### config.mk
export PLATFORM = sky130hd
export DESIGN_NAME = lcd_stream_ctrl_flat
export DESIGN_NICKNAME = d
export VERILOG_FILES = /design/src/rtl/lcd_stream_ctrl_if.sv /design/src/rtl/lcd_stream_ctrl.sv /design/src/flat_wrapper.sv
export SDC_FILE = /design/constraint.sdc
export NUM_CORES = 1
export LEC_CHECK = 0
export CAP_MARGIN = 30
export CORE_MARGIN = 5
export CORE_UTILIZATION = 60
export DETAILED_ROUTE_END_ITERATION = 10
export HOLD_SLACK_MARGIN = 0.12
export PLACE_DENSITY = 0.84
export SLEW_MARGIN = 20
export SYNTH_ARGS = -nofsm -noshare
export SYNTH_HDL_FRONTEND = slang
export SYNTH_SLANG_ARGS = --single-unit
### constraint.sdc
create_clock -name clk -period 5.95 [get_ports clk]
set_input_delay 0.8925 -clock clk [delete_from_list [all_inputs] [get_ports clk]]
set_output_delay 0.8925 -clock clk [all_outputs]
set_load 0.02 [all_outputs]
### src/rtl/lcd_stream_ctrl_if.sv
// Character stream and LCD pin bundle for lcd_stream_ctrl.
// The controller connects through the slave modport; the text producer uses master.
interface lcd_stream_ctrl_if;
   logic       char_valid;
   logic [7:0] char_data;
   logic       char_ready;
   logic       clear_req;
   logic       init_done;
   logic [7:0] data;
   logic       enable;
   logic       rw;
   logic       rs;

   modport master (
      output char_valid, char_data, clear_req,
      input  char_ready, init_done, data, enable, rw, rs
   );

   modport slave (
      input  char_valid, char_data, clear_req,
      output char_ready, init_done, data, enable, rw, rs
   );
endinterface

### src/rtl/lcd_stream_ctrl.sv
// Write-only HD44780 8-bit bus controller: power-up/init sequencing, then a
// character stream with cursor tracking, line wrap, newline and clear.
//
// top state   | meaning
// POWERUP     | waiting POWERUP_CYCLES after reset before touching the panel
// INIT        | issuing function set, display on, clear, entry mode
// READY       | char_ready high, waiting for a character or clear request
// BUSY        | running the accepted transaction and any set-address it causes
//
// bus state   | meaning
// IDLE        | no transaction in flight
// SETUP       | data/rs driven, enable low
// PULSE       | enable high
// GAP         | enable low, waiting out the LCD execution time
module lcd_stream_ctrl #(
   parameter int SETUP_CYCLES   = 2,
   parameter int PULSE_CYCLES   = 4,
   parameter int GAP_CYCLES     = 40,
   parameter int CLEAR_CYCLES   = 1600,
   parameter int POWERUP_CYCLES = 15000,
   parameter int COLS           = 16,
   parameter int ROWS           = 2
) (
   input logic               clk,
   input logic               rst_n,
   lcd_stream_ctrl_if.slave  bus
);

   generate
      if (ROWS != 1 && ROWS != 2) begin : g_rows_check
         $error("lcd_stream_ctrl: ROWS must be 1 or 2");
      end
   endgenerate

   localparam int MAX_A = (SETUP_CYCLES > PULSE_CYCLES) ? SETUP_CYCLES : PULSE_CYCLES;
   localparam int MAX_B = (GAP_CYCLES > CLEAR_CYCLES) ? GAP_CYCLES : CLEAR_CYCLES;
   localparam int MAX_C = (MAX_A > MAX_B) ? MAX_A : MAX_B;
   localparam int MAX_T = (MAX_C > POWERUP_CYCLES) ? MAX_C : POWERUP_CYCLES;
   localparam int CW    = $clog2(MAX_T + 1);
   localparam int COLW  = (COLS > 1) ? $clog2(COLS) : 1;

   localparam logic [CW-1:0]   SETUP_LD = CW'(SETUP_CYCLES - 1);
   localparam logic [CW-1:0]   PULSE_LD = CW'(PULSE_CYCLES - 1);
   localparam logic [CW-1:0]   GAP_LD   = CW'(GAP_CYCLES - 1);
   localparam logic [CW-1:0]   CLEAR_LD = CW'(CLEAR_CYCLES - 1);
   localparam logic [CW-1:0]   PWR_LD   = CW'(POWERUP_CYCLES - 1);
   localparam logic [COLW-1:0] COL_LAST = COLW'(COLS - 1);
   localparam logic [7:0]      FUNC_SET = (ROWS == 2) ? 8'h38 : 8'h30;

   localparam logic [1:0] TOP_POWERUP = 2'd0;
   localparam logic [1:0] TOP_INIT    = 2'd1;
   localparam logic [1:0] TOP_READY   = 2'd2;
   localparam logic [1:0] TOP_BUSY    = 2'd3;

   localparam logic [1:0] BUS_IDLE  = 2'd0;
   localparam logic [1:0] BUS_SETUP = 2'd1;
   localparam logic [1:0] BUS_PULSE = 2'd2;
   localparam logic [1:0] BUS_GAP   = 2'd3;

   logic [1:0]      top_q, top_d;
   logic [1:0]      bus_q, bus_d;
   logic [CW-1:0]   cnt_q, cnt_d;
   logic [1:0]      init_idx_q, init_idx_d;
   logic [7:0]      data_q, data_d;
   logic            rs_q, rs_d;
   logic            en_q, en_d;
   logic            done_q, done_d;
   logic            row_q, row_d;
   logic [COLW-1:0] col_q, col_d;
   logic            pend_q, pend_d;

   logic            xact_done;
   logic            ready;
   logic            row_nxt;
   logic [7:0]      init_next_cmd;
   logic            start;
   logic [7:0]      start_data;
   logic            start_rs;

   assign xact_done = (bus_q == BUS_GAP) && (cnt_q == '0);
   // Ready already in the last gap cycle so back-to-back characters run at full rate.
   assign ready     = (top_q == TOP_READY) ||
                      ((top_q == TOP_BUSY) && xact_done && !pend_q);
   assign row_nxt   = (ROWS == 2) ? ~row_q : 1'b0;

   always_comb begin
      case (init_idx_q)
         2'd0:    init_next_cmd = 8'h0F;
         2'd1:    init_next_cmd = 8'h01;
         default: init_next_cmd = 8'h06;
      endcase
   end

   always_comb begin
      top_d      = top_q;
      bus_d      = bus_q;
      cnt_d      = cnt_q;
      init_idx_d = init_idx_q;
      data_d     = data_q;
      rs_d       = rs_q;
      en_d       = en_q;
      done_d     = done_q;
      row_d      = row_q;
      col_d      = col_q;
      pend_d     = pend_q;
      start      = 1'b0;
      start_data = 8'h00;
      start_rs   = 1'b0;

      case (bus_q)
         BUS_SETUP: begin
            if (cnt_q == '0) begin
               bus_d = BUS_PULSE;
               en_d  = 1'b1;
               cnt_d = PULSE_LD;
            end else begin
               cnt_d = cnt_q - CW'(1);
            end
         end
         BUS_PULSE: begin
            if (cnt_q == '0) begin
               bus_d = BUS_GAP;
               en_d  = 1'b0;
               cnt_d = (data_q == 8'h01) ? CLEAR_LD : GAP_LD;
            end else begin
               cnt_d = cnt_q - CW'(1);
            end
         end
         BUS_GAP: begin
            if (cnt_q == '0) bus_d = BUS_IDLE;
            else             cnt_d = cnt_q - CW'(1);
         end
         default: ;
      endcase

      case (top_q)
         TOP_POWERUP: begin
            if (cnt_q == '0) begin
               top_d      = TOP_INIT;
               init_idx_d = 2'd0;
               start      = 1'b1;
               start_data = FUNC_SET;
            end else begin
               cnt_d = cnt_q - CW'(1);
            end
         end
         TOP_INIT: begin
            if (xact_done) begin
               if (init_idx_q == 2'd3) begin
                  top_d  = TOP_READY;
                  done_d = 1'b1;
               end else begin
                  init_idx_d = init_idx_q + 2'd1;
                  start      = 1'b1;
                  start_data = init_next_cmd;
               end
            end
         end
         default: begin
            if ((top_q == TOP_BUSY) && xact_done && pend_q) begin
               pend_d     = 1'b0;
               start      = 1'b1;
               start_data = {1'b1, row_q, 6'b000000};
            end else if (ready && bus.clear_req) begin
               top_d      = TOP_BUSY;
               row_d      = 1'b0;
               col_d      = '0;
               pend_d     = 1'b0;
               start      = 1'b1;
               start_data = 8'h01;
            end else if (ready && bus.char_valid) begin
               top_d = TOP_BUSY;
               start = 1'b1;
               if (bus.char_data == 8'h0A) begin
                  row_d      = row_nxt;
                  col_d      = '0;
                  start_data = {1'b1, row_nxt, 6'b000000};
               end else begin
                  start_data = bus.char_data;
                  start_rs   = 1'b1;
                  if (col_q == COL_LAST) begin
                     col_d  = '0;
                     row_d  = row_nxt;
                     pend_d = 1'b1;
                  end else begin
                     col_d = col_q + COLW'(1);
                  end
               end
            end else if ((top_q == TOP_BUSY) && xact_done) begin
               top_d = TOP_READY;
            end
         end
      endcase

      if (start) begin
         data_d = start_data;
         rs_d   = start_rs;
         bus_d  = BUS_SETUP;
         cnt_d  = SETUP_LD;
         en_d   = 1'b0;
      end
   end

   always_ff @(posedge clk or negedge rst_n) begin
      if (!rst_n) begin
         top_q      <= TOP_POWERUP;
         bus_q      <= BUS_IDLE;
         cnt_q      <= PWR_LD;
         init_idx_q <= 2'd0;
         data_q     <= 8'h00;
         rs_q       <= 1'b0;
         en_q       <= 1'b0;
         done_q     <= 1'b0;
         row_q      <= 1'b0;
         col_q      <= '0;
         pend_q     <= 1'b0;
      end else begin
         top_q      <= top_d;
         bus_q      <= bus_d;
         cnt_q      <= cnt_d;
         init_idx_q <= init_idx_d;
         data_q     <= data_d;
         rs_q       <= rs_d;
         en_q       <= en_d;
         done_q     <= done_d;
         row_q      <= row_d;
         col_q      <= col_d;
         pend_q     <= pend_d;
      end
   end

   assign bus.char_ready = ready;
   assign bus.init_done  = done_q;
   assign bus.data       = data_q;
   assign bus.enable     = en_q;
   assign bus.rw         = 1'b0;
   assign bus.rs         = rs_q;

endmodule

### src/flat_wrapper.sv
// flat-port wrapper written by rule: the top's interface ports become plain ports
module lcd_stream_ctrl_flat 
#(
   parameter int SETUP_CYCLES   = 2,
   parameter int PULSE_CYCLES   = 4,
   parameter int GAP_CYCLES     = 40,
   parameter int CLEAR_CYCLES   = 1600,
   parameter int POWERUP_CYCLES = 15000,
   parameter int COLS           = 16,
   parameter int ROWS           = 2
)
  (clk, rst_n, bus_char_valid, bus_char_data, bus_clear_req, bus_char_ready, bus_init_done, bus_data, bus_enable, bus_rw, bus_rs);
  lcd_stream_ctrl_if bus_i ();
  input logic clk;
  input logic rst_n;
  input wire logic [$bits(bus_i.char_valid)-1:0] bus_char_valid;
  input wire logic [$bits(bus_i.char_data)-1:0] bus_char_data;
  input wire logic [$bits(bus_i.clear_req)-1:0] bus_clear_req;
  output wire logic [$bits(bus_i.char_ready)-1:0] bus_char_ready;
  output wire logic [$bits(bus_i.init_done)-1:0] bus_init_done;
  output wire logic [$bits(bus_i.data)-1:0] bus_data;
  output wire logic [$bits(bus_i.enable)-1:0] bus_enable;
  output wire logic [$bits(bus_i.rw)-1:0] bus_rw;
  output wire logic [$bits(bus_i.rs)-1:0] bus_rs;
  assign bus_i.char_valid = bus_char_valid;
  assign bus_i.char_data = bus_char_data;
  assign bus_i.clear_req = bus_clear_req;
  assign bus_char_ready = bus_i.char_ready;
  assign bus_init_done = bus_i.init_done;
  assign bus_data = bus_i.data;
  assign bus_enable = bus_i.enable;
  assign bus_rw = bus_i.rw;
  assign bus_rs = bus_i.rs;
  lcd_stream_ctrl #(.SETUP_CYCLES(SETUP_CYCLES), .PULSE_CYCLES(PULSE_CYCLES), .GAP_CYCLES(GAP_CYCLES), .CLEAR_CYCLES(CLEAR_CYCLES), .POWERUP_CYCLES(POWERUP_CYCLES), .COLS(COLS), .ROWS(ROWS)) u_core (.clk(clk), .rst_n(rst_n), .bus(bus_i));
endmodule
==> results.sh, run 1 <==
export IMPL_outcome="finished, final reports clean"
export IMPL_worst_pin_slew_ns=0.817
export IMPL_synth_enable_flop_cells=0
export IMPL_yosys_cell_count_top_type="dfrtp_1"
export IMPL_htreeDepth=2
export IMPL_wire_per_inst_microns=18.3
export IMPL_synth_top_flop_cell="dfrtp_1"
export IMPL_cts_inserted_buffers=5
export IMPL_drt_wl_total_microns=6150
export IMPL_p_leak_uw=0.00116
export IMPL_relSlewSlack=0.455
export IMPL_crit_type="reg2out"
export IMPL_holdBufCountCts=0
export IMPL_synth_cells=267
export IMPL_die_height_microns=74.2
export IMPL_core_sq_um=4000
export IMPL_synth_area_top_cells="dfrtp_1 (28%), dfstp_2 (9.6%), ha_1 (6.6%), nor3_1 (3.2%), nand2_1 (3.0%)"
export IMPL_cp_max_fo=16
export IMPL_remaining_drc_errors=0
export IMPL_synthArstFlopShare=1.00
export IMPL_fp_dieArea_sq_um=5510
export IMPL_crit_arrival_ns=3.11
export IMPL_path_cells="ha_1 > or4bb_1 > o41ai_2 > nand2_2 > inv_1 > clkdlybuf4s50_1"
export IMPL_multi_input_area_sq_um=1440
export IMPL_syn_nets=292
export IMPL_fillCellCount=325
export IMPL_grt_antenna_before_repair=0
export IMPL_synth_area_per_cell_sq_um=9.27
export IMPL_drtIter0Drc=257
export IMPL_synth_top_area_cell="dfrtp_1"
export IMPL_nets=311
export IMPL_cp_slowest_cell="clkdlybuf4s50_1"
export IMPL_ctsResizeCount=0
export IMPL_start_kind="flip-flop"
export IMPL_placed_area_sq_um=2710
export IMPL_cp_slowest_stage_delay_ns=0.63
export IMPL_drv_cap=0
export IMPL_clkTransAtPathRegs_ns=0.07
export IMPL_setup_viol=0
export IMPL_grt_use_total=0.242
export IMPL_yosysWarnings=0
export IMPL_clk_latency_ns=0.29
export IMPL_diodes=0
export IMPL_cts_tree="yes"
export IMPL_syn_to_final_growth_pct=13.0
export IMPL_finalCritPeriodShare=0.672
export IMPL_root_buffer="clkbuf_8"
export IMPL_synth_cell_type_count=67
export IMPL_routed_via_density=6.66
export IMPL_postLayoutCellArea_sq_um=2800
export IMPL_period_minus_slack_ns=4.00
export IMPL_layout_drive_gt1_share=0.122
export IMPL_required_ns=5.06
export IMPL_critPathTopFamily="buffers and inverters"
export IMPL_whs_ns=0.467
export IMPL_grt_pass1_wl_microns=10400
export IMPL_grt_max_degree=38
export IMPL_crit_path_end_kind="primary output"
export IMPL_ir_drop_mv=0.154
export IMPL_yosys_top_cells_count="dfrtp_1 (28), nand2_1 (20), nor2_1 (19)"
export IMPL_post_cts_buffers=0
export IMPL_skew_ns=0.00524
export IMPL_overflow=0
export IMPL_die_w_microns=74.2
export IMPL_cts_sinks=37
export IMPL_regArea_sq_um=937
export IMPL_dp_final_hpwl_microns=4330
export IMPL_rows=23
export IMPL_gp_congestion=0.909
export IMPL_fin_setup_tns_ns=0
export IMPL_port_buffers=23
export IMPL_num_io_pins=25
export IMPL_rsz0062_at_grt="no"
export IMPL_ant_nets=0
export IMPL_yosysSeqAreaShare=0.378
export IMPL_vias=2244
export IMPL_synth_top_cell_area_share=0.283
export IMPL_crit_buf_inv=2
export IMPL_hold_viol_final=0
export IMPL_firstDrtPassIters=5
export IMPL_drv_slew=0
export IMPL_power_per_cell_area_nw_per_um2=162
export IMPL_synth_seq_cells=37
export IMPL_syn_cell_area_sq_um=2480
export IMPL_grt_pass1_vias=2207
export IMPL_hp_class="reg2reg"
export IMPL_cts_buffer_depth=2
export IMPL_initial_core_util=0.619
export IMPL_max_freq_mhz=250
## layout make-up
cell class / count / share of cell area
clock buffers: 8 / 0.0322
well taps: 50 / 0.0224
multi-input cells: 208 / 0.514
flip-flops and latches: 37 / 0.335
repair buffers: 24 / 0.0832
inverters: 10 / 0.0134
## routing by layer
metal,GRT usage,share of wire,vias up
li1,-,-,1057
met1,0.325,0.44,1079
met2,0.391,0.47,94
met3,0.0500,0.064,14
met4,0.0850,0.020,0
met5,0,0,-
## worst reg2reg max path, stage by stage (launching register included)
cell and delay, ns:
dfrtp_1 0.44, or4_4 0.62, nor4_4 0.34, buf_4 0.31, inv_2 0.18, nor4b_2 0.42, o21ai_1 0.09, a211oi_1 0.27
## registers in the layout, summed over array words and instances, names as in the netlist
register	cells
u_core.row_q	1
u_core.bus.init_done	1
u_core.bus.data	8
u_core.pend_q	1
u_core.init_idx_q	2
u_core.bus.enable	1
u_core.cnt_q	14
u_core.bus_q	2
u_core.top_q	2
u_core.bus.rs	1
u_core.col_q	4
## worst paths after layout
kind / depth (start not counted) / start / endpoint / slack, ns
worst max-delay path: 6 / u_core.bus_q[1] / bus_char_ready / 1.95
worst min-delay path: 1 / u_core.bus.init_done / u_core.bus.init_done / 0.47
worst max register to register: 7 / u_core.cnt_q[8] / u_core.cnt_q[10] / 3.19
worst min register to register: 1 / u_core.bus.init_done / u_core.bus.init_done / 0.47
max in group asynchronous: 1 / rst_n / u_core.init_idx_q[0] / 4.75
min in group asynchronous: 1 / rst_n / u_core.cnt_q[10] / 0.69
## cells by family after synthesis
group,after synthesis,synth area share
fa+ha+maj,13,0.0657
compound gates,83,0.245
mux,5,0.0217
other cells,1,0.00151
xor+xnor,3,0.0106
simple gates,103,0.236
buf+inv,22,0.0409
flops,37,0.378
## placed cells by master (no fill, tap or decap), drive strengths merged, types with 3 or more instances in the layout
master	count
a21o	3
nor2b	4
and3	5
nand3	4
o41ai	3
clkdlybuf4s50	22
o22ai	3
inv	10
ha	13
nand4	4
a221o	5
o21a	3
o21ai	18
a211oi	5
or4	3
a21oi	14
nor4b	3
nand2	22
nor4	5
nor2	19
dfrtp	28
xnor2	3
a31oi	3
dfstp	9
clkbuf	8
nor3	16
mux2	3
nand2b	6
## report_power, final
group	internal [uW]	total [uW]	switching (uW)
sequential	252	252	0
clock	94.5	183	88.7
combinational	8.27	18.7	10.4
## stage by stage
| step | instances | utilization | power, uW | worst slack [ns] |
|---|---|---|---|---|
| floorplan | 267 | - | 262 | 3.26 |
| global placement | 329 | 0.677 | 275 | 2.41 |
| detailed placement | 329 | 0.677 | 275 | 2.32 |
| CTS | 337 | 0.699 | 457 | 1.97 |
| global route | 337 | 0.699 | 467 | 1.77 |
| finish | 337 | 0.699 | 454 | 1.95 |
Power figures use the tool's default switching activity.
==> run 2: changes to the inputs <==
CORE_UTILIZATION = 52   (was 60)
PLACE_DENSITY = 0.78   (was 0.84)
clock period = 3.6 ns   (was 5.95 ns; I/O delays follow)
==> run 2 against run 1 <==
  * Sequential power rose by 65%
  * Sequential cell count is the same
  * Global-route usage decreased by 3.2 points
  * Hold slack got worse by 0.12 ns
  * Clock power is 100% higher
  * Clock-buffer cell count is 1 lower
  * Worst setup slack got worse by 1.8 ns
  * Largest cell class unchanged
  * Largest power group unchanged
==> results.sh, run 2 (synthesis gave the netlist of run 1 again) <==
export IMPL_largest_register="u_core.cnt_q"
export IMPL_fillCellCount=382
export IMPL_cp_max_fo=9
export IMPL_gp_congestion=0.937
export IMPL_p_leak_uw=0.00118
export IMPL_power_internal_uw=656
export IMPL_initial_core_util=0.531
export IMPL_critPathTopFamily="buffers and inverters"
export IMPL_power_frac_comb=0.038
export IMPL_layout_drive_gt1_share=0.134
export IMPL_ff2ff_setup_slack_ns=0.65
export IMPL_drv_slew=0
export IMPL_routed_via_density=6.51
export IMPL_ir_drop_mv=0.305
export IMPL_r2r_start="u_core.cnt_q[8]"
export IMPL_crit_arrival_ns=2.89
export IMPL_mostFrequentLayoutCells="dfrtp_1 (28), clkdlybuf4s50_1 (22), nand2_1 (20), nor2_1 (19), nor3_1 (16)"
export IMPL_ctsResizeCount=0
export IMPL_cp_endpoint="bus_char_ready"
export IMPL_cts_inserted_buffers=5
export IMPL_drtIter0Drc=199
export IMPL_nets=314
export IMPL_cp_slowest_stage_delay_ns=0.64
export IMPL_htreeDepth=2
export IMPL_ant_nets=0
export IMPL_post_cts_buffers=0
export IMPL_dp_final_hpwl_microns=4520
export IMPL_fp_dieArea_sq_um=6240
export IMPL_period_minus_slack_ns=3.43
export IMPL_worst_pin_slew_ns=0.816
export IMPL_cts_buffer_depth=2
export IMPL_skew_ns=0.00776
export IMPL_die_w_microns=79.0
export IMPL_crit_buf_inv=2
export IMPL_power_per_cell_area_nw_per_um2=286
export IMPL_crit_cells=5
export IMPL_drv_cap=0
export IMPL_firstDrtPassIters=4
export IMPL_cts_tree="yes"
export IMPL_setup_viol=0
export IMPL_required_ns=3.06
export IMPL_cp_slowest_cell="clkdlybuf4s50_1"
export IMPL_postLayoutCellArea_sq_um=2850
export IMPL_root_buffer="clkbuf_8"
export IMPL_num_io_pins=25
export IMPL_rsz0062_at_grt="no"
export IMPL_cts_sinks=37
export IMPL_diodes=0
export IMPL_holdBufCountCts=0
export IMPL_die_height_microns=79.0
export IMPL_fin_setup_tns_ns=0
export IMPL_placed_area_sq_um=2740
export IMPL_overflow=0
export IMPL_path_cells="or4_4 > o41ai_2 > nand2_2 > inv_1 > clkdlybuf4s50_1"
export IMPL_r2r_end="u_core.cnt_q[10]"
export IMPL_start_kind="flip-flop"
export IMPL_crit_start="u_core.cnt_q[8]"
export IMPL_grt_use_total=0.210
export IMPL_grt_max_degree=38
export IMPL_r2r_cells=6
export IMPL_switching_power_uw=160
export IMPL_grt_antenna_before_repair=0
export IMPL_port_buffers=23
export IMPL_power_uw=816
export IMPL_swShare=0.196
export IMPL_syn_to_final_growth_pct=15.2
export IMPL_pwr_share_clk=0.452
export IMPL_max_freq_mhz=292
export IMPL_outcome="finished, final reports clean"
export IMPL_clk_latency_ns=0.29
export IMPL_wire_per_inst_microns=17.9
export IMPL_rows=25
export IMPL_core_sq_um=4660
export IMPL_hp_class="in2async"
export IMPL_crit_path_end_kind="primary output"
export IMPL_mostFrequentLayoutCell="dfrtp_1"
export IMPL_drt_wl_total_microns=6160
export IMPL_largest_reg_flops=14
export IMPL_p_seq_frac=0.510
export IMPL_hold_viol_final=0
export IMPL_remaining_drc_errors=0
export IMPL_grt_pass1_wl_microns=10400
export IMPL_finalCritPeriodShare=0.952
export IMPL_vias=2240
export IMPL_grt_pass1_vias=2155
export IMPL_relSlewSlack=0.456
export IMPL_crit_type="reg2out"
export IMPL_clkTransAtPathRegs_ns=0.07
-- run 2: stage by stage --
| step | cells | worst slack, ns | utilization | hold WS [ns] |
|---|---|---|---|---|
| floorplan | 267 | 1.27 | - | 0.244 |
| global route | 344 | 0.0223 | 0.612 | 0.400 |
| finish | 344 | 0.172 | 0.612 | 0.344 |
| detailed placement | 336 | 0.530 | 0.587 | 0.451 |
| global placement | 336 | 0.559 | 0.587 | 0.449 |
| CTS | 344 | 0.187 | 0.612 | 0.364 |
-- run 2: worst register-to-register path: stages, from the launching register on --
cell      delay [ns]
dfrtp_1         0.43
or4_4           0.61
nor4_4          0.65
inv_2           0.28
nor4b_2         0.48
o21ai_1         0.11
a211oi_1        0.29
-- run 2: metal layers --
metal / share of wire / track usage / wire length (microns)
met1: 0.44 / 0.274 / 2720
met2: 0.48 / 0.340 / 2980
met3: 0.047 / 0.0420 / 289
met4: 0.027 / 0.0893 / 167
met5: 0 / 0 / 0
-- run 2: power groups by stage --
stage                     combinational [uW]  clock [uW]  sequential (uW)
final                                   30.7         369              416
after global placement                  31.3           0              424
after floorplan                         9.71           0              424
after global routing                    34.4         406              416
after detailed placement                31.4           0              424
after CTS                               31.4         383              416
-- run 2: area by class of cell --
type,instances,area (sq um),share of cell area
Multi-Input combinational cell,208,1440,0.504
Sequential cell,37,937,0.329
Timing Repair Buffer,27,255,0.0895
Clock buffer,7,86.3,0.0303
Tap cell,54,67.6,0.0237
Inverter,10,37.5,0.0132
Clock inverter,1,30.0,0.0105
-- run 2: how the worst min path moves through the flow --
stage	from	endpoint	slack, ns	cells past startpoint
after floorplan	rst_n	u_core.bus.data[0]	0.24	0
final	rst_n	u_core.cnt_q[6]	0.34	1
after detailed placement	u_core.bus.init_done	u_core.bus.init_done	0.45	1
after global routing	rst_n	u_core.cnt_q[6]	0.40	1
after CTS	rst_n	u_core.cnt_q[5]	0.36	1
after global placement	u_core.bus.init_done	u_core.bus.init_done	0.45	1
==> run 3: changes to the inputs <==
ABC_CLOCK_PERIOD_IN_PS = 3600   (was not set)
CORE_MARGIN = not set   (was 5)
==> run 3 against run 2 <==
  * The run now ends with DRC left
  * Register-to-register slack better by 0.15 ns
  * Worst setup slack improved by 0.037 ns
  * Sequential power about the same
  * Largest power group unchanged
==> results.sh, run 3 (synthesis gave the netlist of run 1 again) <==
export IMPL_outcome="finished with violations"
export IMPL_violations="DRC"
export IMPL_rsz0062_at_grt="no"
export IMPL_power_uw=737
export IMPL_largest_reg_flops=14
export IMPL_period_minus_slack_ns=3.39
export IMPL_whs_ns=0.346
export IMPL_cp_slowest_stage_delay_ns=0.62
export IMPL_clk_latency_ns=0.29
export IMPL_firstDrtPassIters=8
export IMPL_start_kind="flip-flop"
export IMPL_largest_register="u_core.cnt_q"
export IMPL_path_cells="or4_4 > o41ai_2 > nand2_2 > inv_1 > clkdlybuf4s50_1"
export IMPL_mostFrequentLayoutCells="dfrtp_1 (28), clkdlybuf4s50_1 (22), nand2_1 (20), nor2_1 (19), nor3_1 (16)"
export IMPL_mostFrequentLayoutCell="dfrtp_1"
export IMPL_holdBufCountCts=0
export IMPL_cts_inserted_buffers=5
export IMPL_skew_ns=0.00468
export IMPL_cts_buffer_depth=2
export IMPL_num_io_pins=25
export IMPL_cp_max_fo=9
export IMPL_layout_drive_gt1_share=0.135
export IMPL_cts_tree="yes"
export IMPL_nets=313
export IMPL_fin_setup_tns_ns=0
export IMPL_grt_pass1_vias=2072
export IMPL_crit_path_end_kind="primary output"
export IMPL_grt_use_total=0.253
export IMPL_dp_final_hpwl_microns=4380
export IMPL_drtIter0Drc=258
export IMPL_crit_type="reg2out"
export IMPL_hp_class="in2async"
export IMPL_p_leak_uw=0.00117
export IMPL_crit_arrival_ns=2.85
export IMPL_max_freq_mhz=295
export IMPL_remaining_drc_errors=1
export IMPL_grt_antenna_before_repair=0
export IMPL_grt_max_degree=38
export IMPL_syn_to_final_growth_pct=13.5
export IMPL_clkTransAtPathRegs_ns=0.08
export IMPL_vias=2205
export IMPL_drv_cap=0
export IMPL_drv_slew=0
export IMPL_power_per_cell_area_nw_per_um2=262
export IMPL_routed_via_density=6.47
export IMPL_ir_drop_mv=0.140
export IMPL_root_buffer="clkbuf_8"
export IMPL_relSlewSlack=0.435
export IMPL_required_ns=3.06
export IMPL_diodes=0
export IMPL_die_height_microns=71.0
export IMPL_overflow=0
export IMPL_core_sq_um=4470
export IMPL_post_cts_buffers=0
export IMPL_die_w_microns=71.0
export IMPL_rows=24
export IMPL_ant_nets=0
export IMPL_gp_congestion=0.886
export IMPL_port_buffers=23
export IMPL_grt_pass1_wl_microns=9950
export IMPL_htreeDepth=2
export IMPL_cp_slowest_cell="or4_4"
export IMPL_drt_wl_total_microns=6010
export IMPL_setup_viol=0
export IMPL_ctsResizeCount=0
export IMPL_wire_per_inst_microns=17.6
export IMPL_hold_viol_final=0
export IMPL_finalCritPeriodShare=0.942
export IMPL_worst_pin_slew_ns=0.848
export IMPL_cts_sinks=37
export IMPL_fp_dieArea_sq_um=5040
export IMPL_initial_core_util=0.553
==> run 3: changes by cell type in the layout (fill, tap and decap cells not counted) <==
cell	change
buf_4	-1
bufinv_16	-1
clkbuf_1	-1
clkbuf_8	-1
clkinv_2	+2
clkinvlp_4	+1
==> run 3: layout make-up <==
class | count | area, sq um
Timing Repair Buffer | 26 | 248
Fill cell | 369 | 1660
Clock buffer | 5 | 68.8
Multi-Input combinational cell | 208 | 1440
Sequential cell | 37 | 937
Inverter | 10 | 37.5
Clock inverter | 3 | 17.5
Tap cell | 52 | 65.1
==> run 3: path summary, 6_finish.rpt <==
kind	startpoint	end	slack, ns	depth (start not counted)
worst min register to register	u_core.bus.init_done	u_core.bus.init_done	0.47	1
worst max register to register	u_core.cnt_q[8]	u_core.cnt_q[10]	0.80	6
worst max-delay path	u_core.cnt_q[8]	bus_char_ready	0.21	5
worst min-delay path	rst_n	u_core.cnt_q[3]	0.35	1
max in group asynchronous	rst_n	u_core.bus.data[5]	2.72	1
min in group clk	u_core.bus.init_done	u_core.bus.init_done	0.47	1
==> run 3: metrics by stage <==
stage,worst slack [ns],cell area [sq um],utilization,cells
after CTS,0.203,2810,0.628,341
after detailed placement,0.547,2730,0.609,333
after floorplan,1.27,2480,-,267
final,0.209,2810,0.628,341
after global routing,0.111,2810,0.628,341
after global placement,0.589,2730,0.609,333
==> run 3: layer usage <==
| metal | track usage | routed length (microns) | up-vias |
|---|---|---|---|
| met3 | 0.0541 | 426 | 18 |
| met2 | 0.364 | 2620 | 97 |
| li1 | - | - | 1055 |
| met5 | 0 | 0 | - |
| met1 | 0.374 | 2840 | 1035 |
| met4 | 0.0956 | 127 | 0 |
==> run 3: report_power, final <==
group / internal [uW] / switching, uW
logic: 13.7 / 17.6
clock network: 134 / 156
registers: 416 / 0
total: 563 / 174
==> run 3: worst max-delay path, delay by kind of cell (launching register included) <==
kind | cells | cell delay [ns]
compound gates | 1 | 0.49
buf+inv | 2 | 0.80
flops | 1 | 0.44
simple gates | 2 | 0.81
==> variant: new RTL, flow settings as in run 2 <==
Take the reset off `data_q` and load it in a clocked block of its own.
--- a/src/rtl/lcd_stream_ctrl.sv
+++ b/src/rtl/lcd_stream_ctrl.sv
@@ -208,5 +208,4 @@
          cnt_q      <= PWR_LD;
          init_idx_q <= 2'd0;
-         data_q     <= 8'h00;
          rs_q       <= 1'b0;
          en_q       <= 1'b0;
@@ -220,5 +219,4 @@
          cnt_q      <= cnt_d;
          init_idx_q <= init_idx_d;
-         data_q     <= data_d;
          rs_q       <= rs_d;
          en_q       <= en_d;
@@ -230,4 +228,8 @@
    end
 
+   always_ff @(posedge clk) begin
+      data_q <= data_d;
+   end
+
    assign bus.char_ready = ready;
    assign bus.init_done  = done_q;
Function: no difference found for any inputs over 10 cycles, from zero or initial values and one cycle with rst_n low; that may be too few to reach the edited logic, so the function may still have changed.
==> variant against run 2 <==
  * Area after synthesis grew 1.7%
  * Combinational power shrank 7.8%
  * Via count shrank 2.4%
  * Synthesized cell count grew 3.0%
  * Sequential cell count is the same
  * Sequential power grew 3%
  * Design area grew 1.2%
  * Worst setup slack gained 0.28 ns
  * Die area grew 1.5%
  * Routed wire length shrank 4.1%
  * Core utilization shrank 0.069 points
  * First-iteration DRC count shrank 8.0%
  * Total power is essentially flat
  * Critical path type unchanged
  * Largest cell class unchanged
==> variant: results (changes against run 2) <==
metric,value,unit,change
ir_drop,0.1588,mV,-48%
grt_pass1_vias,2024,,-6.1%
netlist_instances,275,,+3.0%
fin_worst_skew,0.009937,ns,+0.002176 ns
place_worst_setup_slack,0.7803,ns,+0.2506 ns
nets,319,,+1.6%
worstMarginPinSlew,0.6985,ns,-0.1176 ns
fill_cells,406,,+6.3%
stdcell_count,362,,+5.2%
place_congestion,0.8890,,-5.2%
netlist_top_cells_count,"29 x nand2_1, 20 x dfrtp_1, 20 x nor2_1",,
drt_iter0_drc,183,,-8.0%
drive_above_1_share,0.1119,,-0.02262
grt_max_degree,30,,-21%
grt_first_pass_wirelength,9.763,mm,-5.8%
cellLeakagePower,1.168,nW,-1.4%
groute.usage.overall,0.1957,,-0.01474
numPlacedInstances,354,,+5.4%
synthArstFlopShare,0.7838,,-0.2162
via_per_inst,6.039,,-7.3%
synthTopCellsByArea,"dfrtp_1 20%, edfxtp_1 9.5%, dfstp_2 9.4%",,
p_sw,172.0,uW,+7.5%
outcome,finished clean,,
worstPathMaxFanout,13,,+4
yosysUniqueCellTypes,65,,-3.0%
hp-class,reg -> reg,,
critPathArrivalTime,2.61,ns,-0.28 ns
antenna_found_initial,0,,unchanged
drt-wirelength-per-cell,16.32,microns,-8.9%
yosysSeqAreaShare,0.3880,,+0.009504
synth_enable_flop_cells,8,,+8
synth_fp_nets,300,,+2.7%
-- variant: cell types whose count changed in the layout (fill, tap and decap cells not counted), sizes merged, moves of 6 or more --
cell,before,now
nor3,16,9
nand2,22,29
nand3,4,10
nor4,5,11
edfxtp,0,8
dfrtp,28,20
-- variant: critical path, stage by stage, from the launching register on --
cell and delay, ns:
dfrtp_1 0.43, ha_1 0.42, nor4bb_1 0.25, nand4_1 0.20
a21bo_2 0.34, inv_1 0.07, clkdlybuf4s50_1 0.59
-- variant: metal layers --
layer  share of wire  GRT usage  wire length [microns]
met5               0          0                      0
met3           0.056    0.03950                    333
met4           0.014    0.05498                     80
met1            0.46     0.2718                   2695
met2            0.47     0.3088                   2798
-- variant: path summary, 6_finish.rpt --
| kind | slack, ns | cells after the start | startpoint | endpoint |
|---|---|---|---|---|
| setup / recovery | 0.45 | 6 | u_core.bus_q[1]$_DFFE_PN0P_ | bus_char_ready |
| hold / removal | 0.48 | 1 | u_core.bus.init_done$_DFFE_PN0P_ | u_core.bus.init_done$_DFFE_PN0P_ |
| setup reg to reg | 0.94 | 7 | u_core.bus_q[0]$_DFFE_PN0P_ | u_core.cnt_q[11]$_DFF_PN1_ |
| hold reg to reg | 0.48 | 1 | u_core.bus.init_done$_DFFE_PN0P_ | u_core.bus.init_done$_DFFE_PN0P_ |
| max in group asynchronous | 2.64 | 2 | rst_n | u_core.cnt_q[0]$_DFF_PN1_ |
| min in group asynchronous | 0.63 | 2 | rst_n | u_core.cnt_q[10]$_DFF_PN0_ |
-- variant: kinds of logic (layout without fill, tap and decap cells) --
family                     Yosys count  count (layout)  synth area share
muxes                                5               5           0.02186
other                                1               1          0.001489
and+or+nand+nor                    117             117            0.2578
AOI/OAI and AO/OA                   74              74            0.2072
DFF                                 37              37            0.3880
buffers and inverters               25              45           0.04868
adders and majority gates           13              13           0.06458
xor gates and xnor gates             3               3           0.01043
-- variant: layout make-up --
cell class / count / area [sq um] / share of cell area
clock inverter: 3 / 41.29 / 0.01430
inverter: 11 / 43.79 / 0.01517
timing repair buffer: 26 / 252.7 / 0.08756
multi-input combinational: 213 / 1419 / 0.4915
clock buffer: 5 / 68.82 / 0.02384
tap: 67 / 83.83 / 0.02904
sequential: 37 / 977.2 / 0.3385
-- variant: through the flow --
step,power (mW),area [sq um],hold WS [ns]
finish,0.8161,2887,0.4786
global route,0.8412,2887,0.5150
CTS,0.8228,2887,0.4879
detailed placement,0.4635,2776,0.4609
global placement,0.4633,2776,0.4636
floorplan,0.4416,2519,0.2444
-- variant: power by group through the flow --
stage	clock [mW]	sequential, mW	combinational, mW
after floorplan	0	0.435	0.00667
after global placement	0	0.435	0.0284
after detailed placement	0	0.435	0.0286
after CTS	0.367	0.427	0.0288
after global routing	0.384	0.427	0.0310
final	0.361	0.427	0.0283
